===== config.mk =====
export PLATFORM = sky130hd
export DESIGN_NAME = ov7670_config_sequencer_flat
export DESIGN_NICKNAME = d
export VERILOG_FILES = /design/src/rtl/ov7670_pkg.sv /design/src/rtl/ov7670_config_sequencer_if.sv /design/src/rtl/delay_counter.sv /design/src/rtl/ov7670_config_sequencer.sv /design/src/flat_wrapper.sv
export SDC_FILE = /design/constraint.sdc
export NUM_CORES = 1
export LEC_CHECK = 0
export ABC_AREA = 1
export BUFFER_PORTS_ARGS = -buffer_cell sky130_fd_sc_hd__buf_2
export CORE_MARGIN = 2
export CORE_UTILIZATION = 55
export DETAILED_ROUTE_END_ITERATION = 12
export GPL_TIMING_DRIVEN = 0
export PLACE_DENSITY = 0.78
export SETUP_SLACK_MARGIN = 0.2
export SYNTH_ARGS = -nofsm -noshare
export SYNTH_HDL_FRONTEND = slang
export SYNTH_HIERARCHICAL = 1
export SYNTH_SLANG_ARGS = --single-unit
export TNS_END_PERCENT = 50

===== constraint.sdc =====
create_clock -name clk -period 4 [get_ports clk]
set_input_delay 0.2 -clock clk [delete_from_list [all_inputs] [get_ports clk]]
set_output_delay 0.2 -clock clk [all_outputs]
set_load 0.1 [all_outputs]

===== src/rtl/ov7670_pkg.sv =====
// Shared definitions for the OV7670 configuration path.
// ROM marker codes and the sequencer FSM state encoding.
package ov7670_pkg;

    localparam logic [15:0] ROM_END   = 16'hFFFF;
    localparam logic [15:0] ROM_DELAY = 16'hFFF0;

    typedef enum logic [2:0] {
        IDLE,
        FETCH,
        DECODE,
        SEND,
        DRAIN,
        DELAY,
        FINISH,
        DONE
    } state_e;

endpackage


===== src/rtl/ov7670_config_sequencer_if.sv =====
// Command handshake between the config sequencer and the SCCB master.
// The master side presents a register write; the slave side accepts it.
interface ov7670_config_sequencer_if;

    logic       cmd_valid;
    logic       cmd_ready;
    logic [7:0] cmd_reg;
    logic [7:0] cmd_data;

    modport master (
        output cmd_valid,
        output cmd_reg,
        output cmd_data,
        input  cmd_ready
    );

    modport slave (
        input  cmd_valid,
        input  cmd_reg,
        input  cmd_data,
        output cmd_ready
    );

endinterface


===== src/rtl/delay_counter.sv =====
// Free-running delay counter with synchronous clear and count enable.
// tc is high while the count sits on its last value (DELAY_CYCLES-1).
module delay_counter #(
    parameter int DELAY_CYCLES = 2_500_000,
    parameter int CNT_W        = 22
) (
    input  logic clk,
    input  logic rst,
    input  logic load,
    input  logic en,
    output logic tc
);

    logic [CNT_W-1:0] cnt_q;
    logic [CNT_W-1:0] cnt_d;

    // Next count: clear on load, otherwise step when enabled.
    always_comb begin
        cnt_d = cnt_q;
        if (load) begin
            cnt_d = '0;
        end else if (en) begin
            cnt_d = cnt_q + 1'b1;
        end
    end

    // Count register.
    always_ff @(posedge clk or posedge rst) begin
        if (rst) begin
            cnt_q <= '0;
        end else begin
            cnt_q <= cnt_d;
        end
    end

    assign tc = (cnt_q == CNT_W'(DELAY_CYCLES - 1));

endmodule


===== src/rtl/ov7670_config_sequencer.sv =====
// Walks the OV7670 config ROM and issues one SCCB write per entry.
// FFF0 entries insert a fixed delay; FFFF (or address FF) ends the table.
module ov7670_config_sequencer #(
    parameter logic [7:0] START_ADDR   = 8'd0,
    parameter int         DELAY_CYCLES = 2_500_000,
    parameter int         CNT_W        = 22
) (
    input  logic                       clk,
    input  logic                       rst,
    input  logic                       start,
    output logic [7:0]                 rom_addr,
    input  logic [15:0]                rom_dout,
    ov7670_config_sequencer_if.master  cmd,
    output logic                       busy,
    output logic                       done
);

    import ov7670_pkg::*;

    state_e     state_q, state_d;
    logic [7:0] rom_addr_q, rom_addr_d;
    logic       cmd_valid_q, cmd_valid_d;
    logic [7:0] cmd_reg_q, cmd_reg_d;
    logic [7:0] cmd_data_q, cmd_data_d;
    logic       busy_q, busy_d;
    logic       done_q, done_d;
    logic       dly_load;
    logic       dly_en;
    logic       dly_tc;
    logic       last_entry;

    // Address FF is the last slot; consuming it ends the table.
    assign last_entry = (rom_addr_q == 8'hFF);

    delay_counter #(
        .DELAY_CYCLES (DELAY_CYCLES),
        .CNT_W        (CNT_W)
    ) u_delay (
        .clk  (clk),
        .rst  (rst),
        .load (dly_load),
        .en   (dly_en),
        .tc   (dly_tc)
    );

    // State, address and command registers.
    always_ff @(posedge clk or posedge rst) begin
        if (rst) begin
            state_q     <= IDLE;
            rom_addr_q  <= START_ADDR;
            cmd_valid_q <= 1'b0;
            cmd_reg_q   <= 8'd0;
            cmd_data_q  <= 8'd0;
            busy_q      <= 1'b0;
            done_q      <= 1'b0;
        end else begin
            state_q     <= state_d;
            rom_addr_q  <= rom_addr_d;
            cmd_valid_q <= cmd_valid_d;
            cmd_reg_q   <= cmd_reg_d;
            cmd_data_q  <= cmd_data_d;
            busy_q      <= busy_d;
            done_q      <= done_d;
        end
    end

    // Next-state logic.
    always_comb begin
        state_d = state_q;
        unique case (state_q)
            IDLE, DONE: begin
                if (start) state_d = FETCH;
            end
            FETCH: state_d = DECODE;
            DECODE: begin
                if (rom_dout == ROM_END) begin
                    state_d = FINISH;
                end else if (rom_dout == ROM_DELAY) begin
                    state_d = DRAIN;
                end else begin
                    state_d = SEND;
                end
            end
            SEND: begin
                if (cmd.cmd_ready) begin
                    state_d = last_entry ? FINISH : FETCH;
                end
            end
            DRAIN: begin
                if (cmd.cmd_ready) state_d = DELAY;
            end
            DELAY: begin
                if (dly_tc) begin
                    state_d = last_entry ? FINISH : FETCH;
                end
            end
            FINISH: begin
                if (cmd.cmd_ready) state_d = DONE;
            end
            default: state_d = IDLE;
        endcase
    end

    // Output and datapath updates per state.
    always_comb begin
        rom_addr_d  = rom_addr_q;
        cmd_valid_d = cmd_valid_q;
        cmd_reg_d   = cmd_reg_q;
        cmd_data_d  = cmd_data_q;
        busy_d      = busy_q;
        done_d      = done_q;
        dly_load    = 1'b0;
        dly_en      = 1'b0;
        unique case (state_q)
            IDLE, DONE: begin
                if (start) begin
                    rom_addr_d = START_ADDR;
                    busy_d     = 1'b1;
                    done_d     = 1'b0;
                end
            end
            DECODE: begin
                if (rom_dout != ROM_END && rom_dout != ROM_DELAY) begin
                    cmd_reg_d   = rom_dout[15:8];
                    cmd_data_d  = rom_dout[7:0];
                    cmd_valid_d = 1'b1;
                end
            end
            SEND: begin
                if (cmd.cmd_ready) begin
                    cmd_valid_d = 1'b0;
                    if (!last_entry) rom_addr_d = rom_addr_q + 8'd1;
                end
            end
            DRAIN: begin
                dly_load = cmd.cmd_ready;
            end
            DELAY: begin
                dly_en = 1'b1;
                if (dly_tc && !last_entry) rom_addr_d = rom_addr_q + 8'd1;
            end
            FINISH: begin
                if (cmd.cmd_ready) begin
                    busy_d = 1'b0;
                    done_d = 1'b1;
                end
            end
            default: ;
        endcase
    end

    assign rom_addr     = rom_addr_q;
    assign cmd.cmd_valid = cmd_valid_q;
    assign cmd.cmd_reg   = cmd_reg_q;
    assign cmd.cmd_data  = cmd_data_q;
    assign busy         = busy_q;
    assign done         = done_q;

endmodule

===== src/flat_wrapper.sv =====
// flat-port wrapper written by rule: the top's interface ports become plain ports
module ov7670_config_sequencer_flat import ov7670_pkg::*;
#(
    parameter logic [7:0] START_ADDR   = 8'd0,
    parameter int         DELAY_CYCLES = 2_500_000,
    parameter int         CNT_W        = 22
)
  (clk, rst, start, rom_addr, rom_dout, busy, done, cmd_cmd_valid, cmd_cmd_reg, cmd_cmd_data, cmd_cmd_ready);
  ov7670_config_sequencer_if cmd_i ();
  input  logic clk;
  input  logic rst;
  input  logic start;
  output logic [7:0] rom_addr;
  input  logic [15:0] rom_dout;
  output logic busy;
  output logic done;
  output wire logic [$bits(cmd_i.cmd_valid)-1:0] cmd_cmd_valid;
  output wire logic [$bits(cmd_i.cmd_reg)-1:0] cmd_cmd_reg;
  output wire logic [$bits(cmd_i.cmd_data)-1:0] cmd_cmd_data;
  input wire logic [$bits(cmd_i.cmd_ready)-1:0] cmd_cmd_ready;
  assign cmd_cmd_valid = cmd_i.cmd_valid;
  assign cmd_cmd_reg = cmd_i.cmd_reg;
  assign cmd_cmd_data = cmd_i.cmd_data;
  assign cmd_i.cmd_ready = cmd_cmd_ready;
  ov7670_config_sequencer #(.START_ADDR(START_ADDR), .DELAY_CYCLES(DELAY_CYCLES), .CNT_W(CNT_W)) u_core (.clk(clk), .rst(rst), .start(start), .rom_addr(rom_addr), .rom_dout(rom_dout), .cmd(cmd_i), .busy(busy), .done(done));
endmodule

==> out/metrics.yaml <==
status: "finished clean"
root_buffer: "clkbuf_8"
die_y_um: 77.9
fp-row-count: 26
synth-edff-count: 0
synth_cell_types: 32
boundaryPins: 47
fin_ws_ns: 1.98
ir_drop_mv: 0.589
ys.flop_type: "dfrtp_1"
dieWidth_um: 77.9
powerDensity_nw_per_um2: 677
hold_path_class: "in2async"
skew_ns: 0.00376
wl_mm: 6.50
largest-register: "u_core/u_delay/cnt_q"
finalMaxSlewViolations: 0
postSynthAreaPerCell_um2: 7.31
route.detailed.drc: 0
numClockSinks: 52
postCtsSetupBuffers: 0
n_antenna_cell: 0
die_area_um2: 6070
grtUsageTotal_pct: 23.3
largest_reg_flops: 22
netlist_instances: 411
cp-end-kind: "flip-flop"
drt_pass1_iterations: 4
crit_fanout: 9
grt_overflow_total: 0
dp_slack_ns: 2.03
p_leak_nw: 1.75
core_um2: 5170
synth_area_um2: 3000
antenna_found_initial: 0
routedWlPerCell_um: 12.1
clkLatencyLatePin_ns: 0.30
drive_gt1_share_pct: 19.4
fin_crit_sh_pct: 50.5
rsz0062_at_grt: "false"
max_freq_mhz: 496
postLayoutCoreUtil_pct: 65.9
start_util_pct: 58.1
syn_nets: 433
viasPerCell: 5.14
final_area_um2: 3410
nets: 486
grt_start_max_net_pins: 31
period_minus_slack_ns: 2.02
num_vias: 2752
hold_violations: 0
rr_worst_depth: 10
criticalPathCategory: "reg2reg"
cts.repair.resized: 0
cts-hold-fix-buffers: 0
r2r_setup_slack_ns: 1.98
maxSlewHeadroom_pct: 25.7
place_congestion: 0.888
grt_pass1_vias: 2683
placed_area_um2: 3320
maxCapViolCount: 0
dp_hpwl_mm: 5.01
required_ns: 4.20
port_buffers: 46
htreeDepth: 2
synth-seq-cells: 52
synthToLayoutAreaGrowth_pct: 13.6
synth.area.top_cells: "dfrtp_1 43%, nand2_1 15%, nand3_1 8.0%"
final_antenna_net_count: 0
worstSetupStartpointType: "flip-flop"
yosysWarningCount: 6
cp.arrival_ns: 2.22
finalSetupViolCount: 0
synth_top_area_share_pct: 43.3
grt_pass1_wl_mm: 11.4
cts_buffers: 5
synth.most_common_cell: "nand2_1"
timing.rr.start: "u_core/state_q[1]"
cts_tree: "built"
synthTopCellsByCount: "120 x nand2_1, 61 x nor2_1, 52 x dfrtp_1"
ys_seq_area_share_pct: 43.3
yosysTopAreaCell: "dfrtp_1"
setup_tns_ns: 0
cts.path.max_buffers: 2
worstReg2RegEnd: "u_core/u_delay/cnt_q[14]"
tightestPinTransition_ns: 1.11
dr.first_iter.drc_count: 101
async_reset_ff_share_pct: 100
path_clk_slew_ns: 0.09
==> final cells by class <==
cell class	instances	area (µm²)
fill	481	1760
inverter	38	143
tap	70	87.6
buffer	7	53.8
timing repair buffer	46	230
multi-input combinational	314	1510
sequential	52	1300
clock buffer	8	90.1
==> power breakdown <==
part | internal [mW] | switching, mW
clock | 0.141 | 0.162
combinational | 0.230 | 1.05
sequential | 0.641 | 0.0829
total | 1.01 | 1.30
==> cell usage in the layout, fill, tap and decap left out, types with 3 or more instances in the layout <==
master	count
nand2_1	120
nor2_1	61
dfrtp_1	52
nand3_1	48
buf_2	47
inv_1	34
a21oi_1	16
o21ai_0	12
nand2_2	8
nand4_1	7
nor2_4	7
clkbuf_8	6
nor3_1	6
clkbuf_1	4
inv_2	4
o21ai_2	4
buf_6	3
nor2_2	3
nand3_2	3
==> stage by stage <==
step	cells	total power, mW	hold WS [ns]
2_1_floorplan	411	1.81	0.189
3_3_place_gp	527	2.00	0.417
3_5_place_dp	527	2.02	0.417
4_1_cts	535	2.33	0.0715
5_1_grt	535	2.44	0.141
6_report	535	2.31	0.0657
==> metal layers <==
metal | up-vias | wire, µm | GRT usage (%)
met5 | - | 0 | 0
met4 | 0 | 67 | 7.02
met3 | 4 | 214 | 4.42
met2 | 35 | 3340 | 42.6
met1 | 1288 | 2870 | 27.5
li1 | 1425 | - | -
==> kinds of logic after synthesis <==
kind of cell             Yosys count  synth area share, %
AO/OA/AOI/OAI                     38                 7.21
adder cells (fa/ha/maj)            2                0.833
XOR/XNOR                           2                0.583
flip-flops                        52                 43.3
AND/OR/NAND/NOR                  272                 41.5
buffers and inverters             45                 6.54
==> worst max path at each step <==
stage,start,endpoint,slack [ns],depth (start not counted)
after floorplan,u_core/rom_addr[0],u_core/rom_addr[0],1.76,10
after global routing,u_core/state_q[0],u_core/u_delay/cnt_q[18],1.80,10
after detailed placement,u_core/state_q[1],u_core/u_delay/cnt_q[14],2.03,10
after CTS,u_core/state_q[1],u_core/u_delay/cnt_q[14],2.02,10
final,u_core/state_q[1],u_core/u_delay/cnt_q[14],1.98,10
after global placement,u_core/state_q[1],u_core/u_delay/cnt_q[14],2.06,10
==> worst max-delay path, cell delays in order (launching register included) <==
cell,delay (ns)
dfrtp_1,0.47
nor2_1,0.16
inv_1,0.07
nor3_1,0.42
nor2_4,0.11
inv_2,0.20
nand2_2,0.12
nor2_4,0.16
nand3_1,0.08
nand2_1,0.07
nor2_1,0.05
Power figures use the tool's default switching activity.
